===== config.mk =====
export PLATFORM = sky130hd
export DESIGN_NAME = fifo_write_logic
export DESIGN_NICKNAME = d
export VERILOG_FILES = /design/src/rtl/fifo_write_logic.sv
export SDC_FILE = /design/constraint.sdc
export NUM_CORES = 1
export LEC_CHECK = 0
export CAP_MARGIN = 0
export CORE_ASPECT_RATIO = 0.7
export CORE_MARGIN = 2
export CORE_UTILIZATION = 48
export CTS_BUF_LIST = sky130_fd_sc_hd__clkbuf_4 sky130_fd_sc_hd__clkbuf_8
export CTS_CLUSTER_SIZE = 30
export DETAILED_ROUTE_END_ITERATION = 6
export PLACE_DENSITY_LB_ADDON = 0.12
export SKIP_LAST_GASP = 1
export SLEW_MARGIN = 20
export SYNTH_ARGS = -nofsm -noshare
export SYNTH_HDL_FRONTEND = slang
export SYNTH_SLANG_ARGS = --single-unit

===== constraint.sdc =====
create_clock -name wr_clk -period 3.32 [get_ports wr_clk]
set_input_delay 0.498 -clock wr_clk [delete_from_list [all_inputs] [get_ports wr_clk]]
set_output_delay 0.498 -clock wr_clk [all_outputs]
set_load 0.01 [all_outputs]

===== src/rtl/fifo_write_logic.sv =====
// Write-domain control for the async FIFO: RAM write port, binary/Gray write
// pointers, read-pointer synchroniser, and registered full/level/overflow status.
module fifo_write_logic #(
  parameter int unsigned DATA_WIDTH         = 8,
  parameter int unsigned FIFO_DEPTH         = 64,
  parameter int unsigned ALMOST_FULL_THRESH = FIFO_DEPTH - 4,
  localparam int unsigned ADDR_WIDTH        = $clog2(FIFO_DEPTH),
  localparam int unsigned PTR_WIDTH         = ADDR_WIDTH + 1
) (
  input  logic                  wr_clk,
  input  logic                  wr_rst_n,
  input  logic                  wr_en,
  input  logic [DATA_WIDTH-1:0] wr_data,
  input  logic [PTR_WIDTH-1:0]  rd_ptr_gray,
  output logic                  mem_we,
  output logic [ADDR_WIDTH-1:0] mem_waddr,
  output logic [DATA_WIDTH-1:0] mem_wdata,
  output logic [PTR_WIDTH-1:0]  wr_ptr,
  output logic [PTR_WIDTH-1:0]  wr_ptr_gray,
  output logic                  full,
  output logic                  almost_full,
  output logic [PTR_WIDTH-1:0]  wr_level,
  output logic                  overflow
);

  logic [PTR_WIDTH-1:0] rq1;
  logic [PTR_WIDTH-1:0] rq2;
  logic [PTR_WIDTH-1:0] rd_bin_sync;
  logic [PTR_WIDTH-1:0] wr_ptr_next;
  logic [PTR_WIDTH-1:0] wr_gray_next;
  logic [PTR_WIDTH-1:0] full_cmp;
  logic [PTR_WIDTH-1:0] level_next;
  logic                 accept;
  logic                 full_next;
  logic                 almost_full_next;

  // RAM write port is combinational so the RAM captures on the accepting edge.
  assign accept    = wr_en && !full;
  assign mem_we    = accept && wr_rst_n;
  assign mem_waddr = wr_ptr[ADDR_WIDTH-1:0];
  assign mem_wdata = wr_data;

  // Next-state pointers and status, evaluated against the synchronised read pointer.
  always_comb begin
    rd_bin_sync = '0;
    for (int i = 0; i < int'(PTR_WIDTH); i++) begin
      rd_bin_sync[i] = ^(rq2 >> i);
    end
    wr_ptr_next      = wr_ptr + PTR_WIDTH'(accept);
    wr_gray_next     = wr_ptr_next ^ (wr_ptr_next >> 1);
    full_cmp         = {~rq2[PTR_WIDTH-1:PTR_WIDTH-2], rq2[PTR_WIDTH-3:0]};
    full_next        = (wr_gray_next == full_cmp);
    level_next       = wr_ptr_next - rd_bin_sync;
    almost_full_next = (32'(level_next) >= ALMOST_FULL_THRESH);
  end

  always_ff @(posedge wr_clk or negedge wr_rst_n) begin
    if (!wr_rst_n) begin
      rq1         <= '0;
      rq2         <= '0;
      wr_ptr      <= '0;
      wr_ptr_gray <= '0;
      full        <= 1'b0;
      almost_full <= 1'b0;
      wr_level    <= '0;
      overflow    <= 1'b0;
    end else begin
      rq1         <= rd_ptr_gray;
      rq2         <= rq1;
      wr_ptr      <= wr_ptr_next;
      wr_ptr_gray <= wr_gray_next;
      full        <= full_next;
      almost_full <= almost_full_next;
      wr_level    <= level_next;
      // Sticky until reset: a write was dropped because the FIFO was full.
      if (wr_en && full) begin
        overflow <= 1'b1;
      end
    end
  end

endmodule


==> metrics.md <==
| Metric | Value |
|---|---|
| Status | `finished, final reports clean` |
| Vias per std cell | `roughly 4.7` |
| Worst path depth | `13` |
| Total power | `between 2 and 2.5 mW` |
| Pwr Density | `approximately 1000 nW/um^2` |
| Hold_ws | `around 0.3 ns` |
| Die H | `approximately 55 um` |
| Max rail drop VDD | `0.0005662 V` |
| Largest delay share family, worst path | `XOR/XNOR gates` |
| Worst Path Arrival | `~3.3 ns` |
| Post-place instance area | `2178 sq um` |
| RSZ-0062 raised after global routing | `false` |
| Synth Area per Inst | `between 10 and 15 sq um` |
| Worst-Margin Slew | `roughly 0.44 ns` |
| Worst setup path class | `flip-flop to flip-flop` |
| Average routed wire per standard cell | `approximately 13 um` |
| CTS tree | `done` |
| CP max stage cell | `xor3_2` |
| Routed via count | `about 1100` |
| Leakage | `between 1 and 1.5 nW` |
| Clock Sinks | `37` |
| Synthesized area | `~1800 sq um` |
| Std cell rows | `18` |
| Synth area leader | `dfrtp_1` |
| Setup TNS | `0 ns` |
| Filler cell count in the final layout | `roughly 270` |
| Multi-input logic area | `around 730 sq um` |
| Fin crit period | `3.075 ns` |
| Antenna Cells | `0` |
| Crit-path max FO | `3` |
| Hold_buf cts | `0` |
| Endpoints failing hold | `0` |
| Fmax | `325.2 MHz` |
| Grt ovf | `0` |
| Initial antenna violation count | `0` |
| Crit-path cells | `xor3_2 -> xnor2_4 -> xor2_2 -> xnor2_2 -> xor2_1 -> ha_1 -> fa_1 -> nor2b_1 -> o21ai_0 -> a21boi_1 -> o21ai_0 -> a21o_1 -> nand2_1` |
| IO Port Bufs | `40` |
| Initial Util | `0.5063` |
| I/O Pins | `between 50 and 60` |
| CTS Buf Count | `5` |
| Final setup margin | `0.2449 ns` |
| Final setup fails | `0` |
| Ys Warns | `0` |
| Cells after DPL | `224` |
| Buf+Inv Stages, Crit Path | `0` |
| Syn Inst Count | `about 150` |
| Antenna Violating Nets Remaining | `0` |
| Core area | `approximately 3600 sq um` |
| Layout cells sized above 1 | `0.1522` |
| Unique cell type count in the Yosys netlist | `35` |
| Gr usage total | `0.1567` |
| Share of the synthesized area in the top cell type | `0.5107` |
| Vias in the first global route | `1112` |
| Clk_lat worst skew | `roughly 0.28 ns` |
| Post-DP HPWL | `between 2 and 2.5 mm` |
| CP peak stage delay | `around 0.47 ns` |
| CP most frequent cell | `o21ai_0` |
| Slew Viols, Final | `0` |
| Drt pass-1 iters | `4` |
| Reg area | `a little over 900 sq um` |
| Sequential share of the synthesized area | `0.5107` |
| DP Worst Slack | `0.04011 ns` |
| H-tree levels | `2` |
| Utilization of the core after routing | `0.6398` |
| Clock Path Buffers | `2` |
| Setup clock skew after layout | `~0.0028 ns` |
| Clock-pin slew on the worst setup and hold paths | `around 0.07 ns` |
| DRT Wirelength | `about 3.0 mm` |
| Layout Cells excl Fill | `around 230` |
| Worst slew margin | `0.7043` |
| # DRC | `0` |
| Area delta synth->final | `26.36%` |
| Synth Net Count | `174` |
| Reg2Reg Depth | `13` |
| CP Launch Type | `flip-flop` |
| Worst Path Required | `3.54 ns` |
| Yosys reg bits | `37` |
| Synth area leaders | `dfrtp_1 51%, xnor2_1 6.8%, buf_4 6.2%, ha_1 5.5%, xor2_1 4.3%` |
| Nets@finish | `210` |
| Max_cap viols | `0` |
| Fin crit share | `0.9262` |
| First-pass GRT wire length | `5.230 mm` |
| Die area | `4293 sq um` |
| Placer congestion estimate | `roughly 0.83` |
| Crit. End Element | `flip-flop` |
| Final instance area | `around 2300 sq um` |
| Detailed router's first-iteration violation count | `33` |
| DIE WIDTH | `77.46 um` |
| Largest net degree at the start of global routing | `38` |
| HP Class | `input pin to asynchronous set/reset pin` |
| Clk root buf | `clkbuf_8` |
-- logic make-up (layout without fill, tap and decap cells) --
family | Yosys count | count (layout) | share of synthesized area
buf+inv | 28 | 65 | 0.09041
flops | 37 | 37 | 0.5107
compound gates | 13 | 13 | 0.05590
mux | 1 | 1 | 0.006211
xor+xnor | 30 | 30 | 0.1829
simple gates | 29 | 29 | 0.08765
fa+ha+maj | 9 | 9 | 0.06626
-- area by class of cell --
cell class                      count  area share
Inverter                           11     0.01802
Clock buffer                        6     0.03332
Clock inverter                      2    0.004369
Multi-Input combinational cell     82      0.3206
Sequential cell                    37      0.4042
Tap cell                           50     0.02731
Timing Repair Buffer               46      0.1922
-- final timing paths --
kind | start | endpoint | slack, ns
max | rq2[5] | wr_level[6] | 0.24
min | wr_rst_n | wr_level[1] | 0.29
max reg2reg | rq2[5] | wr_level[6] | 0.24
min reg2reg | rq1[5] | rq2[5] | 0.35
max in group asynchronous | wr_rst_n | wr_ptr_gray[0] | 2.70
min in group wr_clk | rq1[5] | rq2[5] | 0.35
-- cell usage in the layout, fill, tap and decap left out, drive strengths merged, types with 2 or more instances in the layout --
| master | count |
|---|---|
| a21o | 2 |
| buf | 6 |
| clkbuf | 7 |
| clkdlybuf4s50 | 39 |
| clkinv | 2 |
| dfrtp | 37 |
| ha | 8 |
| inv | 11 |
| nand2 | 8 |
| nand3 | 6 |
| nor2 | 4 |
| nor2b | 4 |
| o21ai | 3 |
| xnor2 | 18 |
| xor2 | 10 |
| xor3 | 2 |
-- per-layer routing --
layer / vias to the layer above / track usage / routed length, um
met4: 0 / 0.05867 / 43
met2: 34 / 0.2273 / 1268
li1: 533 / - / -
met3: 10 / 0.05392 / 162
met1: 514 / 0.2184 / 1487
met5: - / 0 / 0
-- where the power goes --
| group | switching (mW) | internal (mW) | total (mW) |
|---|---|---|---|
| registers | 0.114 | 0.610 | 0.724 |
| clock network | 0.146 | 0.153 | 0.300 |
| logic | 0.638 | 0.730 | 1.37 |
| total | 0.898 | 1.49 | 2.39 |
-- registers in the layout, indices dropped and copies added (netlist names) --
signal / cells
wr_ptr: 7
almost_full: 1
overflow: 1
rq1: 7
wr_ptr_gray: 6
rq2: 7
full: 1
wr_level: 7
-- Yosys cell counts (all sizes together) --
library cell and n:
a2111oi 1, a21boi 1, a21o 2, a21oi 1
a31oi 1, and2 1, and3 1, buf 17
dfrtp 37, fa 1, ha 8, inv 11
mux2 1, nand2 8, nand3 6, nand4 1
nor2 4, nor2b 4, nor3 1, nor3b 1
o211a 1, o211ai 1, o21a 1, o21ai 3
o31ai 1, or2 1, or3 1, xnor2 18
xor2 10, xor3 2
-- repair_timing --
action,CTS,global route
setup buffers,0,2
endpoints found under the setup margin,0,2
resized for setup,0,2
No activity file was read; power rests on OpenSTA's default activity.
